[src/rtl/dmem_arbiter.sv]
// Two-port round-robin arbiter/sequencer for a single-port synchronous data SRAM, with an optional ownership lock.
// Define ARB_STATS_EN to add saturating grant/conflict counters and a STAT_CLR input.
module dmem_arbiter #(
  parameter int AW       = 10,
  parameter int BW       = 32,
  parameter int LOCK_MAX = 15
) (
  input  logic          CLK,
  input  logic          RST,
  input  logic          REQ0,
  input  logic          REQ1,
  input  logic          WE0,
  input  logic          WE1,
  input  logic          LOCK0,
  input  logic          LOCK1,
  input  logic [AW-1:0] ADDR0,
  input  logic [AW-1:0] ADDR1,
  input  logic [BW-1:0] WDATA0,
  input  logic [BW-1:0] WDATA1,
  output logic          GNT0,
  output logic          GNT1,
  output logic          RVALID0,
  output logic          RVALID1,
  output logic [BW-1:0] RDATA,
  output logic          SRAM_CSN,
  output logic          SRAM_WEN,
  output logic [AW-1:0] SRAM_A,
  output logic [BW-1:0] SRAM_DI,
`ifdef ARB_STATS_EN
  input  logic          STAT_CLR,
  output logic [15:0]   STAT_GNT0,
  output logic [15:0]   STAT_GNT1,
  output logic [15:0]   STAT_CONFLICT,
`endif
  input  logic [BW-1:0] SRAM_DOUT
);

  typedef struct packed {
    logic          req;
    logic          we;
    logic          lock;
    logic [AW-1:0] addr;
    logic [BW-1:0] wdata;
  } req_t;

  typedef enum logic [1:0] {IDLE, OWN0, OWN1} state_t;

  localparam logic [7:0] LOCK_LIM = 8'(LOCK_MAX);

  req_t [1:0] rq;
  state_t     state;
  logic       prio;
  logic [7:0] lock_cnt;
  logic [7:0] cnt_inc;
  logic [1:0] rv_pipe;
  logic [1:0] gnt;
  logic       any;
  logic       sel;
  logic       own;

  assign rq[0] = '{req: REQ0, we: WE0, lock: LOCK0, addr: ADDR0, wdata: WDATA0};
  assign rq[1] = '{req: REQ1, we: WE1, lock: LOCK1, addr: ADDR1, wdata: WDATA1};

  // Grant is combinational so the SRAM access happens at the very edge that samples it.
  always_comb begin
    gnt = 2'b00;
    if (!RST) begin
      case (state)
        IDLE: begin
          if (rq[0].req && rq[1].req) gnt[prio] = 1'b1;
          else                        gnt = {rq[1].req, rq[0].req};
        end
        OWN0:    gnt[0] = rq[0].req;
        OWN1:    gnt[1] = rq[1].req;
        default: gnt = 2'b00;
      endcase
    end
  end

  assign any = |gnt;
  assign sel = gnt[1];  // no grant selects port 0, so the idle SRAM bus shows port 0
  assign own = (state == OWN1);
  assign cnt_inc = lock_cnt + 8'd1;

  assign GNT0     = gnt[0];
  assign GNT1     = gnt[1];
  assign SRAM_CSN = ~any;
  assign SRAM_WEN = ~(any & rq[sel].we);
  assign SRAM_A   = rq[sel].addr;
  assign SRAM_DI  = rq[sel].wdata;
  assign RVALID0  = rv_pipe[0];
  assign RVALID1  = rv_pipe[1];
  assign RDATA    = SRAM_DOUT;

  always_ff @(posedge CLK) begin
    if (RST) begin
      state    <= IDLE;
      prio     <= 1'b0;
      lock_cnt <= 8'd0;
      rv_pipe  <= 2'b00;
    end else begin
      rv_pipe <= gnt & ~{rq[1].we, rq[0].we};
      if (any) prio <= ~sel;
      case (state)
        IDLE: begin
          if (gnt[0] && rq[0].lock) begin
            state    <= OWN0;
            lock_cnt <= 8'd0;
          end else if (gnt[1] && rq[1].lock) begin
            state    <= OWN1;
            lock_cnt <= 8'd0;
          end
        end
        OWN0, OWN1: begin
          // Every owned cycle counts, granted or stalled, so a lost owner cannot starve the other port.
          lock_cnt <= cnt_inc;
          if ((gnt[own] && !rq[own].lock) || cnt_inc == LOCK_LIM) state <= IDLE;
        end
        default: state <= IDLE;
      endcase
    end
  end

`ifdef ARB_STATS_EN
  logic [15:0] st_g0, st_g1, st_cf;

  always_ff @(posedge CLK) begin
    if (RST || STAT_CLR) begin
      st_g0 <= 16'd0;
      st_g1 <= 16'd0;
      st_cf <= 16'd0;
    end else begin
      if (gnt[0] && st_g0 != 16'hFFFF)    st_g0 <= st_g0 + 16'd1;
      if (gnt[1] && st_g1 != 16'hFFFF)    st_g1 <= st_g1 + 16'd1;
      if (REQ0 && REQ1 && st_cf != 16'hFFFF) st_cf <= st_cf + 16'd1;
    end
  end

  assign STAT_GNT0     = st_g0;
  assign STAT_GNT1     = st_g1;
  assign STAT_CONFLICT = st_cf;
`endif

endmodule

[config.mk]
export PLATFORM = sky130hd
export DESIGN_NAME = dmem_arbiter
export DESIGN_NICKNAME = d
export VERILOG_FILES = /design/src/rtl/dmem_arbiter.sv
export SDC_FILE = /design/constraint.sdc
export NUM_CORES = 1
export LEC_CHECK = 0
export CORE_ASPECT_RATIO = 1.1
export CORE_MARGIN = 2
export CORE_UTILIZATION = 26
export DETAILED_ROUTE_END_ITERATION = 8
export GPL_ROUTABILITY_DRIVEN = 0
export PLACE_DENSITY = 0.82
export SETUP_SLACK_MARGIN = 0.05
export SLEW_MARGIN = 25
export SYNTH_ARGS = -nofsm -noshare
export SYNTH_HDL_FRONTEND = slang
export SYNTH_SLANG_ARGS = --single-unit
export TNS_END_PERCENT = 30
[constraint.sdc]
create_clock -name CLK -period 2.8 [get_ports CLK]
set_clock_uncertainty 0.1 [all_clocks]
set_input_delay 0.56 -clock CLK [delete_from_list [all_inputs] [get_ports CLK]]
set_output_delay 0.56 -clock CLK [all_outputs]
set_load 0.01 [all_outputs]
==> results.txt <==
----------------------------------------------------
[Drt]
  Aggregate routed wire length ... ~7.6 mm
  Average wire length per cell after detail routing ... between 15 and 20 um
  Number of vias in the routed layout ... 1870
  DRC ... 0
  Antenna-violating nets left ... 0
  Detail-routed via count per cell ... ~4.9
  Starting DRT DRC Count ... 67
  Iteration count of the initial detailed-routing pass ... 4

[CTS]
  H-tree Lvls ... 1
  Clock-pin slew on the worst setup and hold paths ... approximately 0.06 ns
  TritonCTS clock tree ... done
  Clock latency on the worst-skew pair ... between 0.2 and 0.3 ns
  Library cell used as clock root buffer ... sky130_fd_sc_hd__clkbuf_8
  Clock net sink count ... 13
  TritonCTS Buffers ... 3
  Bufs on Longest Clock Path ... 2

[Critical path]
  Kind of end point of the critical path ... output pin
  Worst Path Class, Setup ... reg2out
  Worst R2R End ... state[1]
  Start of the worst register-to-register path ... state[0]
  Required time of the critical path ... about 2.1 ns
  Arrival time reported for the critical path endpoint ... 2.08 ns
  Number of cells on the worst reg-to-reg path ... 8
  Critical path startpoint category ... flip-flop
  Biggest fanout along the worst timing path ... 5
  Worst-case register-to-register setup slack ... ~0.6 ns

[Logic synthesis]
  Flip-flop and latch count after synthesis ... 13
  Mapped Nets ... ~300
  Synth warnings ... 0
  Cell count after synthesis ... between 150 and 200
  Sequential element share of the synthesized area ... between 10% and 20%
  Post-synth design cell area ... 1590 sq um
  Yosys top cell by area ... sky130_fd_sc_hd__mux2_2
  Count of cell types in the netlist ... 39
  Post-synth top area share ... 29.8%
  Synthesized area divided by synthesized cell count ... 9.13 sq um
  Synth area leaders ... sky130_fd_sc_hd__mux2_2 (30%), sky130_fd_sc_hd__buf_4 (17%), sky130_fd_sc_hd__dfxtp_1 (16%), sky130_fd_sc_hd__ha_1 (3.9%), sky130_fd_sc_hd__a311oi_1 (2.8%)

[Worst hold path]
  HP Class ... reg2reg
  Worst Hold End ... lock_cnt[7]
  Hold Path Stages ... 1
  Hold path start ... lock_cnt[7]

[Finish]
  Post-layout instance count excluding filler cells ... around 380
  Net count of the finished layout ... 433
  Synthesis-to-finish area growth ... 93.0%
  Area of the multi-input gates ... between 1000 and 1500 sq um
  Sequential standard cell area ... around 260 sq um
  Fill cell count ... about 550
  Commonest non-fill, non-tap cell in the layout ... sky130_fd_sc_hd__clkdlybuf4s50_1
  Layout cell share with drive strength beyond 1 ... about 44%
  Leading cell types in the layout, fill and taps excluded ... sky130_fd_sc_hd__clkdlybuf4s50_1 (91), sky130_fd_sc_hd__mux2_2 (35), sky130_fd_sc_hd__buf_2 (30)

[STA]
  Worst max-slew margin expressed relative to the limit ... 66.7%
  Top achievable clock speed ... 0.365 GHz
  Setup violators final ... 0
  Number of pins with negative max-slew slack in the final report ... 0
  Slew at the pin closest to its max-slew limit ... about 0.49 ns
  Endpoints failing hold ... 0
  Post-layout worst setup margin ... 0.0586 ns
  Final worst path period share ... ~100%
  Final Critical Period ... around 2.7 ns
  Setup repair after global routing missed its margin ... true

[Power and ir drop]
  VDD IR max ... 0.224 mV
  Cell leakage power ... about 0.0012 uW
  Power Density ... roughly 310 nW/um^2

[Die]
  Die X-Extent ... ~79 um
  Die footprint ... around 6700 sq um
  Floorplan row count ... 29
  I/O pin cnt ... 204
  Placeable core region ... a little under 6000 sq um
  Die height ... about 86 um
  Initial Util ... around 27%

[Global routing]
  Global-route congestion overflow total ... 0
  Wire length of the first global-routing pass ... 11.2 mm
  Number of antenna violations at the first check in global routing ... 1
  Global-route usage over all layers ... a little over a fifth
  Maximum number of pins on one net before global-route repair ... 13
  Number of global-route vias before repair ... about 1900

[Placement]
  Quantity of I/O buffers inserted on ports ... 139
  Placed Cells incl. Taps ... 360
  Placement Setup Slack ... -0.505 ns
  Detailed-placement wirelength estimate ... about 5.6 mm

[Flow run]
  Number of maximum-capacitance constraint violations ... 0

[Run status]
  Status ... complete, no violations

----------------------------------------------------
[Yosys cell counts (all sizes together)]
library cell / count
a211oi: 2
a21oi: 2
a22oi: 3
a311oi: 5
a31o: 1
a41oi: 3
buf: 38
clkbuf: 2
dfxtp: 13
ha: 5
inv: 7
mux2: 42
nand2: 7
nand2b: 3
nand3: 5
nand3b: 1
nor2: 10
nor2b: 1
nor3: 2
nor3b: 1
nor4: 2
nor4b: 1
nor4bb: 1
o211ai: 1
o21a: 3
o21ai: 4
o22a: 1
o22ai: 1
o311ai: 2
or3: 2
or3b: 1
xor2: 2
[sequential cells by signal, summed over array words and instances (netlist names)]
name,count
rv_pipe,2
state,2
lock_cnt,8
prio,1
[final cells by class]
type / count / share of cell area (%)
Antenna cell: 2 / 0.163
Clock buffer: 3 / 1.35
Clock inverter: 1 / 0.163
Inverter: 7 / 0.939
Multi-Input combinational cell: 114 / 35.6
Sequential cell: 13 / 8.53
Tap cell: 77 / 3.14
Timing Repair Buffer: 165 / 50.1
[metrics by stage]
| stage | power (uW) | TNS [ns] | instance area (sq um) | utilization, % | hold slack (ns) |
|---|---|---|---|---|---|
| after floorplan | 460 | 0 | 1590 | - | 0.372 |
| after global routing | 1000 | -0.0183 | 3060 | 52.4 | 0.447 |
| final | 959 | 0 | 3060 | 52.5 | 0.422 |
| after detailed placement | 725 | -19.55 | 2880 | 49.3 | 0.406 |
| after global placement | 718 | -18.57 | 2880 | 49.3 | 0.392 |
| after CTS | 958 | -0.255 | 3090 | 52.9 | 0.419 |
[worst max-delay path: stages (launching register included)]
cell and delay (ns):
sky130_fd_sc_hd__dfxtp_2 0.36, sky130_fd_sc_hd__inv_4 0.05, sky130_fd_sc_hd__buf_4 0.14, sky130_fd_sc_hd__ha_4 0.16, sky130_fd_sc_hd__nor2_4 0.12, sky130_fd_sc_hd__nor3_4 0.07
sky130_fd_sc_hd__buf_6 0.12, sky130_fd_sc_hd__buf_12 0.12, sky130_fd_sc_hd__buf_8 0.12, sky130_fd_sc_hd__buf_6 0.12, sky130_fd_sc_hd__mux2_4 0.32, sky130_fd_sc_hd__buf_6 0.13
[power breakdown]
group / internal [uW] / switching [uW]
Sequential: 194 / 9.19
Combinational: 343 / 230
Clock: 98.9 / 84.0
Total: 636 / 323
[what timing repair did]
item | 4_1_cts | 5_1_grt
hold buffers | 0 | 0
gates resized for setup | 191 | 17
gates cloned | 3 | 1
hold endpoints to repair | 0 | 0
buffers inserted | 11 | 2
endpoints found under the setup margin | 46 | 44
pin swaps | 2 | 2
[how the worst max path moves through the flow]
stage	from	to	cells past startpoint
3_5_place_dp	REQ1	SRAM_A[4]	6
6_report	state[0]	SRAM_A[1]	11
2_1_floorplan	state[1]	SRAM_A[5]	7
5_1_grt	state[0]	GNT0	7
3_3_place_gp	REQ1	SRAM_A[4]	6
4_1_cts	state[0]	SRAM_A[1]	11
[metal layers]
metal	vias up	track usage, %	wire (um)
met3	19	8.11	880
met4	2	5.42	116
met5	-	0	13
li1	867	-	-
met1	876	27.5	3210
met2	106	35.1	3350
[cell families after synthesis]
kind of cell	share of synthesized area, %
and+or+nand+nor	15.1
adders and majority gates	3.94
buffers and inverters	19.8
AOI/OAI and AO/OA	13.9
DFF	16.4
xor gates and xnor gates	1.10
muxes	29.8
Power figures use the tool's default switching activity.
